File: config.mk
export PLATFORM = sky130hd
export DESIGN_NAME = mips_mc_core
export DESIGN_NICKNAME = d
export VERILOG_FILES = /design/src/rtl/mips_mc_pkg.sv /design/src/rtl/mips_mc_regfile.sv /design/src/rtl/mips_mc_core.sv
export SDC_FILE = /design/constraint.sdc
export NUM_CORES = 1
export LEC_CHECK = 0
export ABC_AREA = 1
export BUFFER_PORTS_ARGS = -buffer_cell sky130_fd_sc_hd__buf_2
export CAP_MARGIN = 20
export CORE_MARGIN = 2
export CORE_UTILIZATION = 35
export DETAILED_ROUTE_END_ITERATION = 7
export PLACE_DENSITY = 0.47
export SYNTH_ARGS = -nofsm -noshare
export SYNTH_HDL_FRONTEND = slang
export SYNTH_SLANG_ARGS = --single-unit
File: constraint.sdc
create_clock -name clk -period 9.35 [get_ports clk]
set_input_delay 2.3375 -clock clk [delete_from_list [all_inputs] [get_ports clk]]
set_output_delay 2.3375 -clock clk [all_outputs]
set_load 0.1 [all_outputs]
File: src/rtl/mips_mc_pkg.sv
// Shared definitions for the multicycle MIPS-style core.
// Contents: opcode values, FSM state encoding, ALU operation enum and
// small decode helpers used by the core.
package mips_mc_pkg;

  localparam logic [3:0] OP_ADD  = 4'h0;
  localparam logic [3:0] OP_SUB  = 4'h1;
  localparam logic [3:0] OP_AND  = 4'h2;
  localparam logic [3:0] OP_OR   = 4'h3;
  localparam logic [3:0] OP_SLT  = 4'h4;
  localparam logic [3:0] OP_ADDI = 4'h5;
  localparam logic [3:0] OP_LW   = 4'h6;
  localparam logic [3:0] OP_SW   = 4'h7;
  localparam logic [3:0] OP_BEQ  = 4'h8;
  localparam logic [3:0] OP_J    = 4'h9;
  localparam logic [3:0] OP_JR   = 4'hA;
  localparam logic [3:0] OP_HALT = 4'hF;

  typedef enum logic [2:0] {
    S_IDLE, S_FETCH, S_DECODE, S_EXEC, S_MEM, S_WB, S_HALT, S_ERR
  } state_e;

  typedef enum logic [2:0] {
    ALU_ADD, ALU_SUB, ALU_AND, ALU_OR, ALU_SLT
  } alu_op_e;

  function automatic alu_op_e alu_op_of(input logic [3:0] op);
    case (op)
      OP_SUB:  return ALU_SUB;
      OP_AND:  return ALU_AND;
      OP_OR:   return ALU_OR;
      OP_SLT:  return ALU_SLT;
      default: return ALU_ADD;
    endcase
  endfunction

  // Register-register ops read q2/q1; every other op needs q2/q3.
  function automatic logic is_rtype(input logic [3:0] op);
    return op <= OP_SLT;
  endfunction

endpackage

File: src/rtl/mips_mc_regfile.sv
// 16 x XLEN register file, two asynchronous read ports, one synchronous
// write port. R0 always reads zero and ignores writes.
// Ports:
//   clk_i, rst_i        clock, synchronous active-high reset (clears all)
//   ra0_i/rd0_o         read port 0 address / data
//   ra1_i/rd1_o         read port 1 address / data
//   we_i, wa_i, wd_i    write enable, address, data
module mips_mc_regfile
  import mips_mc_pkg::*;
#(
  parameter int XLEN = 16
) (
  input  logic            clk_i,
  input  logic            rst_i,
  input  logic [3:0]      ra0_i,
  output logic [XLEN-1:0] rd0_o,
  input  logic [3:0]      ra1_i,
  output logic [XLEN-1:0] rd1_o,
  input  logic            we_i,
  input  logic [3:0]      wa_i,
  input  logic [XLEN-1:0] wd_i
);

  logic [XLEN-1:0] regs_q [16];

  always_ff @(posedge clk_i) begin
    if (rst_i) begin
      for (int i = 0; i < 16; i++) regs_q[i] <= '0;
    end else if (we_i && (wa_i != 4'd0)) begin
      regs_q[wa_i] <= wd_i;
    end
  end

  assign rd0_o = (ra0_i == 4'd0) ? '0 : regs_q[ra0_i];
  assign rd1_o = (ra1_i == 4'd0) ? '0 : regs_q[ra1_i];

endmodule

File: src/rtl/mips_mc_core.sv
// Multicycle MIPS-style core: control FSM, ALU, PC/IR/MDR/A/B/C/ALUout
// registers and a 16-entry register file, sharing one memory port.
// Ports:
//   clk, rst            clock, synchronous active-high reset
//   run                 start request, only looked at in IDLE
//   mem_req/mem_we      memory request / write strobe, held until mem_ready
//   mem_addr/mem_wdata  word address (PC or ALUout) / store data
//   mem_rdata/mem_ready read data / request completion
//   pc_o                architectural PC
//   halted, error       sticky status, cleared only by rst
module mips_mc_core
  import mips_mc_pkg::*;
#(
  parameter int                XLEN     = 16,
  parameter int                ADDR_W   = XLEN,
  parameter logic [ADDR_W-1:0] RESET_PC = '0
) (
  input  logic              clk,
  input  logic              rst,
  input  logic              run,
  output logic              mem_req,
  output logic              mem_we,
  output logic [ADDR_W-1:0] mem_addr,
  output logic [XLEN-1:0]   mem_wdata,
  input  logic [XLEN-1:0]   mem_rdata,
  input  logic              mem_ready,
  output logic [ADDR_W-1:0] pc_o,
  output logic              halted,
  output logic              error
);

  state_e            state_q, state_d;
  logic [ADDR_W-1:0] pc_q;
  logic [15:0]       ir_q;
  logic [XLEN-1:0]   mdr_q, a_q, b_q, c_q, alu_q;
  logic [XLEN-1:0]   rd0, rd1, opa, opb, alu_res;
  logic [3:0]        op, q3, q2, q1;

  assign op = ir_q[15:12];
  assign q3 = ir_q[11:8];
  assign q2 = ir_q[7:4];
  assign q1 = ir_q[3:0];

  // Port 1 serves q1 for register-register ops and q3 otherwise, so B and C
  // are both loaded from it; each op only ever consumes the one it needs.
  mips_mc_regfile #(.XLEN(XLEN)) u_regfile (
    .clk_i (clk),
    .rst_i (rst),
    .ra0_i (q2),
    .rd0_o (rd0),
    .ra1_i (is_rtype(op) ? q1 : q3),
    .rd1_o (rd1),
    .we_i  (state_q == S_WB),
    .wa_i  (q3),
    .wd_i  ((op == OP_LW) ? mdr_q : alu_q)
  );

  always_comb begin
    opa = a_q;
    opb = b_q;
    if (op == OP_ADDI) begin
      opa = c_q;
      opb = {{(XLEN-8){ir_q[7]}}, ir_q[7:0]};
    end else if ((op == OP_LW) || (op == OP_SW)) begin
      opb = {{(XLEN-4){1'b0}}, q1};
    end
    alu_res = opa + opb;
    case (alu_op_of(op))
      ALU_SUB: alu_res = opa - opb;
      ALU_AND: alu_res = opa & opb;
      ALU_OR:  alu_res = opa | opb;
      ALU_SLT: alu_res = {{(XLEN-1){1'b0}}, ($signed(opa) < $signed(opb))};
      default: ;
    endcase
  end

  always_ff @(posedge clk) begin
    if (rst) state_q <= S_IDLE;
    else     state_q <= state_d;
  end

  // Request outputs come straight from state plus registers that only
  // change on the completing cycle, so they hold steady through stalls.
  always_comb begin
    state_d  = state_q;
    mem_req  = 1'b0;
    mem_we   = 1'b0;
    mem_addr = pc_q;
    case (state_q)
      S_IDLE:   if (run) state_d = S_FETCH;
      S_FETCH: begin
        mem_req = 1'b1;
        if (mem_ready) state_d = S_DECODE;
      end
      S_DECODE: begin
        if (op == OP_HALT)    state_d = S_HALT;
        else if (op > OP_JR)  state_d = S_ERR;
        else                  state_d = S_EXEC;
      end
      S_EXEC: begin
        case (op)
          OP_LW, OP_SW:         state_d = S_MEM;
          OP_BEQ, OP_J, OP_JR:  state_d = S_FETCH;
          default:              state_d = S_WB;
        endcase
      end
      S_MEM: begin
        mem_req  = 1'b1;
        mem_we   = (op == OP_SW);
        mem_addr = alu_q[ADDR_W-1:0];
        if (mem_ready) state_d = (op == OP_SW) ? S_FETCH : S_WB;
      end
      S_WB:     state_d = S_FETCH;
      default:  state_d = state_q;
    endcase
  end

  always_ff @(posedge clk) begin
    if (rst) begin
      pc_q  <= RESET_PC;
      ir_q  <= '0;
      mdr_q <= '0;
      a_q   <= '0;
      b_q   <= '0;
      c_q   <= '0;
      alu_q <= '0;
    end else begin
      case (state_q)
        S_FETCH: if (mem_ready) begin
          ir_q <= mem_rdata[15:0];
          pc_q <= pc_q + ADDR_W'(1);
        end
        S_DECODE: begin
          a_q <= rd0;
          b_q <= rd1;
          c_q <= rd1;
        end
        S_EXEC: begin
          alu_q <= alu_res;
          // pc_q already points past this instruction.
          if ((op == OP_BEQ) && (c_q == a_q))
            pc_q <= pc_q + {{(ADDR_W-4){q1[3]}}, q1};
          else if (op == OP_J)
            pc_q <= {pc_q[ADDR_W-1:12], ir_q[11:0]};
          else if (op == OP_JR)
            pc_q <= c_q[ADDR_W-1:0];
        end
        S_MEM: if (mem_ready) mdr_q <= mem_rdata;
        default: ;
      endcase
    end
  end

  assign mem_wdata = c_q;
  assign pc_o      = pc_q;
  assign halted    = (state_q == S_HALT) || (state_q == S_ERR);
  assign error     = (state_q == S_ERR);

endmodule
After elaboration in Yosys (flattened, before gate mapping)
Memory sizes are Yosys's and may differ from the RTL's. A register that Yosys moved wholly into a read port is not among the register bits.
Index checks and enable logic that the tools add are counted.
{"block": "classes", "addsub": 4, "n_reduce_logical": 19, "eq_ne": 29, "magnitude_cmp": 3, "n_bitwise": 2, "n_mux": 35}
{"operator": "$mux 16", "count": 12}
{"operator": "$pmux 16 s4", "count": 1}
{"operator": "$add 16x16->16", "count": 2}
{"operator": "$pmux 16 s2", "count": 1}
{"operator": "$mux 3", "count": 6}
{"operator": "$pmux 3 s6", "count": 1}
{"operator": "$add 16x1->16 const B", "count": 1}
{"operator": "$and 16x16->16", "count": 1}
{"operator": "$eq 16x16->1", "count": 1}
{"operator": "$eq 4x3->1 const B", "count": 4}
{"operator": "$eq 4x4->1 const B", "count": 4}
{"operator": "$lt 16x16->1", "count": 1}
{"operator": "$mux 4", "count": 4}
{"operator": "$or 16x16->16", "count": 1}
{"operator": "$reduce_or 16->1", "count": 1}
{"operator": "$sub 16x16->16", "count": 1}
{"operator": "$eq 3x3->1 const B", "count": 5}
{"operator": "$eq 3x2->1 const B", "count": 4}
{"operator": "$pmux 3 s4", "count": 1}
{"operator": "$eq 4x2->1 const B", "count": 2}
{"operator": "$logic_not 4->1", "count": 2}
{"operator": "$mux 1", "count": 8}
{"operator": "$reduce_and 4->1", "count": 2}
{"operator": "$eq 3x1->1 const B", "count": 2}
{"operator": "17 further kinds", "count": 24}
{"block": "totals", "ram_bits": 256, "regBits": 99, "output_inout_bits": 52, "in_bits": 20, "word_cells": 101, "mem_count": 1}
{"name": "u_regfile.regs_q", "depth": 16, "word_bits": 16, "rd": 2, "rd_ports_with_merged_regs": 1, "write_ports": 16, "line": "mips_mc_regfile.sv:24", "text": "logic [XLEN-1:0] regs_q [16];"}

Logic depth before layout (Yosys ltp)
Gate-level depths: netlist of the first run.
{"block": "depth", "ltp_word": 7, "mapped_depth": 23, "depth_no_buf": 22}

Modules after synthesis
From an unflattened synthesis of the first run, not the netlist that was laid out.
{"block": "unflattened", "hier_cells": 3604, "hier_area_um2": 23904.2}
{"module": "mips_mc_regfile", "area_each_um2": 14958.1, "instances": 1, "cells_each": 2047, "seq_area_each_um2": 7687.4}
{"module": "mips_mc_core", "area_each_um2": 8946.1, "instances": 1, "cells_each": 1557, "seq_area_each_um2": 1981.9}

Worst setup path after synthesis of the first run
No wires, ideal clock.
{"block": "synth_path", "path_kind": "reg2out", "from": "register state_q[1]", "to": "output mem_addr[0]", "arrival_ns": 2.947, "n_path_buf": 1, "stages_incl_launch_ff": 5, "required_ns": 7.013, "slack_ns": 4.066, "cell_sequence": "dfxtp_1 -> nor2_1 -> nand2_1 -> clkbuf_1 -> o21ai_0"}
{"block": "synth_via", "elab_chain_cells": 2}
{"item": "from (decl)", "line": "mips_mc_core.sv:32", "text": "state_e state_q, state_d;"}
{"item": "from (signal assigned)", "line": "mips_mc_core.sv:79", "text": "else state_q <= state_d;"}
{"item": "$eq 3x3->1", "line": "mips_mc_core.sv:89", "text": "case (state_q)"}
{"item": "$mux 16", "line": "mips_mc_core.sv:89"}
{"item": "to (decl)", "line": "mips_mc_core.sv:23", "text": "output logic [ADDR_W-1:0] mem_addr,"}
Every way passes these cells.

==> results of run 1 <==
cells by family (layout without fill, tap and decap cells):
kind of cell | Yosys count | in the layout | share of synthesized area
simple gates | 1492 | 1492 | 0.277
other cells | 1 | 16 | 0.000168
flops | 359 | 359 | 0.438
compound gates | 629 | 629 | 0.155
xor+xnor | 26 | 26 | 0.0102
buf+inv | 436 | 443 | 0.0803
fa+ha+maj | 67 | 67 | 0.0387
through the flow:
| step | power, mW | util | worst slack [ps] |
|---|---|---|---|
| 2_1_floorplan | 3.29 | - | 4070 |
| 3_3_place_gp | 3.94 | 0.369 | 3780 |
| 3_5_place_dp | 3.95 | 0.369 | 3680 |
| 4_1_cts | 5.59 | 0.390 | 4260 |
| 5_1_grt | 5.85 | 0.391 | 4080 |
| 6_report | 5.61 | 0.391 | 4210 |
worst max-delay path: stages:
cell and delay (ps):
buf_2 100, buf_4 300, nor4_1 420, inv_1 290, nor3_1 630, nand2_1 510
nand2_1 670
area by class of cell:
type	instances	area (um2)	area share
clock buffers	52	1110	0.0451
multi-input cells	2230	10800	0.438
well taps	846	1060	0.0430
clock inverters	24	238	0.00966
flip-flops and latches	359	9750	0.396
inverters	254	960	0.0390
repair buffers	113	698	0.0284
final timing paths:
check             startpoint                     end  slack [ps]  cells past startpoint
setup / recovery         rst  u_regfile.regs_q[1][8]        4210                      7
hold / removal      mdr_q[7]                mdr_q[7]         450                      2
setup reg to reg    ir_q[15]               alu_q[10]        4760                     18
hold reg to reg     mdr_q[7]                mdr_q[7]         450                      2
layout by cell type (no fill, tap or decap), drive strengths merged:
| cell | n |
|---|---|
| a21o | 5 |
| bufinv | 4 |
| dfxtp | 103 |
| nand3b | 8 |
| conb | 16 |
| a31oi | 4 |
| xor2 | 11 |
| o22ai | 43 |
| ha | 64 |
| fa | 3 |
| clkbuf | 52 |
| clkinvlp | 2 |
| o31a | 2 |
| nand2 | 662 |
| a21oi | 174 |
| buf | 113 |
| a41oi | 2 |
| nor2 | 491 |
| nor4 | 3 |
| edfxtp | 256 |
| o21ai | 326 |
| and3b | 1 |
| o21a | 1 |
| o221ai | 17 |
| nor3 | 19 |
| o21bai | 11 |
| a211oi | 3 |
| nand4 | 17 |
| nand3 | 286 |
| xnor2 | 15 |
| inv | 253 |
| or2 | 5 |
| clkinv | 19 |
| o211ai | 41 |
sequential cells by signal, summed over array words and instances (netlist names), named ones only:
name / flops
pc_o: 16
alu_q: 16
mem_wdata: 16
ir_q: 16
state_q: 3
a_q: 16
mdr_q: 16
u_regfile.regs_q: 256
routing by layer:
| metal | part of all wire | GRT usage | routed length, um |
|---|---|---|---|
| met5 | 0.00019 | 0 | 18 |
| met1 | 0.42 | 0.379 | 40700 |
| met4 | 0.050 | 0.131 | 4820 |
| met2 | 0.46 | 0.460 | 44000 |
| met3 | 0.068 | 0.0379 | 6560 |
power by group:
group          total [mW]  internal (mW)  switching (mW)
combinational        2.05          0.496            1.55
sequential           1.92           1.79           0.130
clock                1.64          0.954           0.684
==> flow_results.org, run 1 <==
** Status
- The flow ran to the end, and the final reports show no timing, DRC or antenna violations.

** Yosys
- Sorting the synthesized cells by how often they occur yields 651 x nand2_1, 488 x nor2_1, 302 x o21ai_0.
- During synthesis, Yosys emitted a total of 0 warnings.
- Of the synthesized area, sequential elements account for 0.438.
- After synthesis, the share of flip-flops with an asynchronous set or reset is 0.
- Post-synth EDFFs :: 256
- Share of Yosys cell area claimed by the top area cell type :: 0.345
- Post-synthesis register bit count :: 359
- In the post-synthesis netlist, the biggest area contributors are edfxtp_1 35%, nand2_1 11%, dfxtp_1 9.3%.
- After technology mapping, the gate count stands at 3010.
- The cell area that synthesis handed to floorplanning was 0.0223 mm2.
- Among all flip-flop cells after synthesis, the most frequent one is edfxtp_1.
- nand2_1 is the most common cell in the netlist.
- Synthesis instantiated 48 different standard cells from the library.
- Synthesized area per cell :: 7.40 um2
- Largest area contributor in the netlist :: edfxtp_1

** Placed design
- Post-DP HPWL :: 67.7 mm
- Routability-driven placement finished with a final weighted congestion of 0.953.
- Post-place instance area :: 0.0232 mm2
- Once placement completed, the tool counted placed cells totaling 3800.
- Quantity of I/O buffers inserted on ports :: 71

** Clocking
- Buffers inserted during clock tree synthesis total 42.
- TritonCTS clock tree :: done
- Clock tree root buffer cell :: clkbuf_16
- For the worst-skew pair, the clock arrives at the later sink with an insertion delay of 580 ps.
- Post-CTS repair timing setup buffer count :: 0
- The H-tree was split into 2 levels.
- Post_cts resized :: 0
- Hold repair after CTS inserted 0 buffers.
- The tree built by TritonCTS fans out to 359 sinks.
- Clock input transition at the sequential cells of the worst setup and hold paths :: 60 ps
- No sink is reached through more buffers than the 3 on the longest clock path.

** Worst setup path
- Data on the critical path is required at its endpoint by 9520 ps.
- WP data arrival :: 5310 ps
- Critical Path Start Type :: input pin
- In this run the worst path has a maximum fanout of 51.
- Worst Setup Path Type :: input pin to flop
- Critical Path End Type :: flop

** Global routing
- Via count of the first global-routing pass :: 19.9k
- The total overflow left after global routing is 0.
- Wire length of the first global-routing pass :: 137 mm
- The number of antenna violations at the first check in global routing came to 1.
- Entering global routing, the biggest net connects 84 pins.
- GRT Util Overall :: 0.285

** Drt
- Remaining antenna violation count :: 0
- 1st-iter DRT viols :: 2523
- In the final routed layout, each cell accounts on average for 24.8 um.
- In the routed design, unresolved DRC markers number 0.
- Total length of routed wires :: 96.1 mm
- Via density :: 5.58
- The first detailed-routing pass took 5 iterations.
- Detailed routing inserted a total of 21.6k vias.

** Timing
- Final period util :: 0.549
- Number of failing hold endpoints at the final stage :: 0
- Max transition margin :: 0.220
- Static timing analysis puts the maximum clock frequency at 195 MHz.
- At the pin with the least slew margin, the transition time is 1170 ps.
- The max-slew violation count came to 0.
- Setup violations remaining at the end of the flow were counted as 0.
- Setup repair after global routing missed its margin :: no
- Sum Neg Setup Slack :: 0 ps
- Worst hold margin :: 445 ps
- Clock skew after layout :: 42.3 ps
- After layout, the minimum clock period comes to 5140 ps.

** Floorplanning
- Initial core utilization :: 0.354
- In this run the horizontal extent of the chip is 256 um.
- The floorplan step defined a die boundary enclosing 0.0656 mm2.
- Core Rows :: 92
- Measured along the y axis, the die boundary spans 256 um.
- Core region area :: 0.0630 mm2
- During I/O placement, the number of pins put on the boundary was 72.

** Layout
- Area overhead of the layout relative to synthesis :: 10.5%
- At the end of the flow, the number of nets in the layout was 3087.
- After routing the design area is 0.0246 mm2.
- Ant diodes :: 0
- Number of standard cells in the final layout excluding fillers :: 3878
- Of the cells placed in the final design, the portion with a size suffix greater than 1 is 0.0716.
- Fillers :: 6641

** Min path
- The tightest min-delay check is of the flop to flop type.

** Power and ir drop
- Static power due to leakage :: 9.65 nW
- Power density cells :: 228 mW/mm2
- IR analysis of the VDD net gives a maximum drop of 0.000153 V.

** Run
- Max-cap violations in this run came to 0.
No activity file was read; power rests on OpenSTA's default activity.
==> run 2, diff against run 1 <==
--- a/config.mk
+++ b/config.mk
@@ -11,7 +11,7 @@
 export CORE_MARGIN = 2
 export CORE_UTILIZATION = 35
 export DETAILED_ROUTE_END_ITERATION = 7
-export PLACE_DENSITY = 0.47
+export PLACE_DENSITY = 0.49
 export SYNTH_ARGS = -nofsm -noshare
 export SYNTH_HDL_FRONTEND = slang
 export SYNTH_SLANG_ARGS = --single-unit
==> constraint.sdc (replaced) <==
create_clock -name clk -period 4.36 [get_ports clk]
set_input_delay 1.09 -clock clk [delete_from_list [all_inputs] [get_ports clk]]
set_output_delay 1.09 -clock clk [all_outputs]
set_load 0.1 [all_outputs]
==> run 2 against run 1 <==
Clock skew down 14 ps. Flip-flop and latch count stayed put. Setup slack got worse by 3700 ps. Count of clock-buffer cells in the layout increased by 6. Cell count up 1.5%. Clock power increased by 130%. Utilization increased by 0.83 points. Critical endpoint is now alu_q[12]. Total power rose by 120%. Non-clock buffer count rose by 54. Routed wire length down 2.4%. Worst hold slack worse by 0.55 ps. Die area stayed put.
==> flow_results.org, run 2 (same netlist as run 1, synthesis figures left out) <==
** Power and ir drop
- The largest voltage drop on the vdd net is 0.000302 V (+98%).
- Switching power as a share of total power :: 0.425 (+0.00365)
- The cell internal power dissipation was 7.11 mW (+120%).
- Power dissipated by switching net loads :: 5.26 mW (+120%)
- The fraction of power consumed by combinational cells was 0.370 (+0.005).
- The share of total power in the clock network was 0.299 (+0.007).
- Power share of the sequential group :: 0.331 (-0.012)
- Static power due to leakage :: 9.95 nW (+3.2%)
- The power per cell area is 492 mW/mm2 (+120%).

** Drt
- Remaining antenna violation count :: 0 (unchanged)
- The DRC marker count from the first detailed-route iteration was 2528 (+0.20%).
- The total vias in the final route was 21.7k (+0.36%).
- Routed wire length per instance :: 23.8 um (-3.8%)
- Total length of routed wires :: 93.8 mm (-2.4%)
- The number of remaining DRC errors was 0 (unchanged).
- The per-cell via count in the routed design was 5.52 (-1.1%).
- Number of optimization iterations in the first detailed-route pass :: 6 (+1)

** Timing
- Count of pins over their slew limit :: 0 (unchanged)
- Tmin final :: 3850 ps
- The worst slew slack as a fraction of its limit was 0.295 (+0.0755).
- Number of failing hold endpoints at the final stage :: 0 (unchanged)
- Final period util :: 0.883
- Least setup slack across all paths after layout :: 508 ps (-3700 ps)
- The summed negative setup slack over all endpoints came to 0 ps (unchanged).
- The clock skew after layout came to 28.6 ps (-13.7 ps).
- Setup repair after global routing missed its margin :: no
- Final Setup Violations :: 0 (unchanged)
- Worst hold margin :: 445 ps (-0.546 ps)
- Max Clock Freq :: 260 MHz
- Slew @ Worst Pin :: 1050 ps (-112 ps)

** Placed design
- Routability Congestion :: 0.936 (-1.8%)
- Post-place instance area :: 0.0237 mm2 (+2.0%)
- The pre-CTS worst setup slack was 522 ps (-3160 ps).
- Post-DP HPWL :: 65.5 mm (-3.2%)
- Quantity of I/O buffers inserted on ports :: 71 (unchanged)

** Clocking
- Clock buffers created by TritonCTS :: 44 (+4.8%)
- Number of hold-repair buffers added at the cts stage :: 0 (unchanged)
- The setup fix buffers added after clock tree synthesis is 0 (unchanged).
- TritonCTS clock tree :: done
- Post_cts resized :: 0 (unchanged)
- Clock tree root buffer cell :: clkbuf_16
- The buffer depth of the longest clock path was 3 (unchanged).
- Clock input transition at the sequential cells of the worst setup and hold paths :: 60 ps (about the same)
- Clock Sink Count :: 359 (unchanged)
- H-tree depth reported by CTS :: 2 (unchanged)
- The clock latency of the later-clocked register in the worst-skew pair is 600 ps (+20 ps).

** Worst setup path
- Delay of the slowest cell on the worst path :: 560 ps (-110 ps)
- Worst Setup Path Type :: flop to flop
- Buffers plus inverters on the worst setup path :: 5 (+2)
- The arrival time at the worst endpoint was 4380 ps (-930 ps).
- On the critical path the largest part of the delay comes from simple AND/OR/NAND/NOR gates.
- STA classifies the critical path startpoint as a flop.
- Traced cell by cell, the critical path runs through inv_4 > nand2_4 > nor2_1 > inv_1 > buf_4 > o21ai_0 > nand2_1 > inv_1 > ha_1 > inv_1 > nor3_1 > nand3_1 > nand3b_1 > nand2_1 > nand3_1 > nand2_1 > a21oi_1 > nor2_1 > nor2_1.
- The required time of the critical path is 4880 ps (-4640 ps).
- Library cell contributing the largest single delay on the critical path :: nor3_1
- Maximum fanout along the worst path :: 34 (-33%)
- The worst setup path is captured at a flop.

** Global routing
- Total grt overflow :: 0 (unchanged)
- Wire length of the first global-routing pass :: 138 mm (+0.13%)
- Largest net degree at the start of global routing :: 69 (-18%)
- The number of antenna violations at the first check in global routing came to 0 (-1).
- GRT Util Overall :: 0.280 (-0.00500)
- Via count of the first global-routing pass :: 20.4k (+2.5%)

** Floorplanning
- Initial core utilization :: 0.354 (unchanged)
- Core region area :: 0.0630 mm2 (unchanged)
- Die span in y :: 256 um (unchanged)
- Count of boundary I/O pins :: 72 (unchanged)
- The die area came to 0.0656 mm2 (unchanged).
- Core Rows :: 92 (unchanged)
- The die width is 256 um (unchanged).

** Layout
- Sequential standard cell area :: 0.00975 mm2 (unchanged)
- Register containing the most flip-flops in the final layout :: u_regfile.regs_q
- The final-layout fill cell count came to 6575 (-0.99%).
- The cell area after layout came to 0.0251 mm2 (+2.1%).
- Multi-input gate area :: 0.0108 mm2 (unchanged)
- Number of nets in the layout :: 3143 (+1.8%)
- Area overhead of the layout relative to synthesis :: 12.9%
- Layout cell share with drive strength beyond 1 :: 0.0886 (+0.0171)
- The number of antenna diodes is 0 (unchanged).
- Commonest non-fill, non-tap cell in the layout :: nand2_1
- The utilization after layout is 0.399 (+0.00835).
- The flip-flop count of the largest register, all copies and words added came to 256 (unchanged).
- Commonest cells after routing, fill and taps aside :: 651 x nand2_1, 487 x nor2_1, 302 x o21ai_0

** Run
- The max-capacitance violation count was 0 (unchanged).

** Min path
- Type of the worst min-delay path :: flop to flop

** Status
- Outcome :: complete, no violations
## run 2: routing by layer
| metal | vias to the layer above | part of all wire | global-route usage |
|---|---|---|---|
| li1 | 10169 | - | - |
| met5 | - | 0 | 0 |
| met2 | 946 | 0.46 | 0.455 |
| met3 | 155 | 0.072 | 0.0439 |
| met4 | 0 | 0.037 | 0.102 |
| met1 | 10449 | 0.43 | 0.375 |
## run 2: path summary, 6_finish.rpt
path	startpoint	to	slack, ps	cells after the start
worst min register to register	mdr_q[1]	mdr_q[1]	440	2
worst min-delay path	mdr_q[1]	mdr_q[1]	440	2
worst max-delay path	ir_q[15]	alu_q[12]	510	19
worst max register to register	ir_q[15]	alu_q[12]	510	19
## run 2: stage by stage
stage / instances / total power, mW
after floorplan: 3025 / 7.06
after global placement: 3855 / 8.65
after detailed placement: 3855 / 8.65
after CTS: 3936 / 12.4
after global routing: 3937 / 12.9
final: 3937 / 12.4
## run 2: worst min-delay path: cells and delay by family (launching register included)
family                 cells  cell delay, ps
flip-flops                 1             310
AO/OA/AOI/OAI              1              50
buffers and inverters      1              50
## run 2: power groups by stage
stage                     clock (mW)  sequential, mW  combinational (mW)
after CTS                       3.76            4.09                4.51
after detailed placement           0            4.16                4.49
after floorplan                    0            4.34                2.72
after global placement             0            4.16                4.49
after global routing            3.90            4.11                4.90
final                           3.70            4.09                4.58
## run 2: area by class of cell
class / count / share of cell area
clock inverters: 23 / 0.00871
well taps: 846 / 0.0421
repair buffers: 167 / 0.0456
inverters: 254 / 0.0382
flip-flops and latches: 359 / 0.388
clock buffers: 58 / 0.0479
multi-input cells: 2230 / 0.429
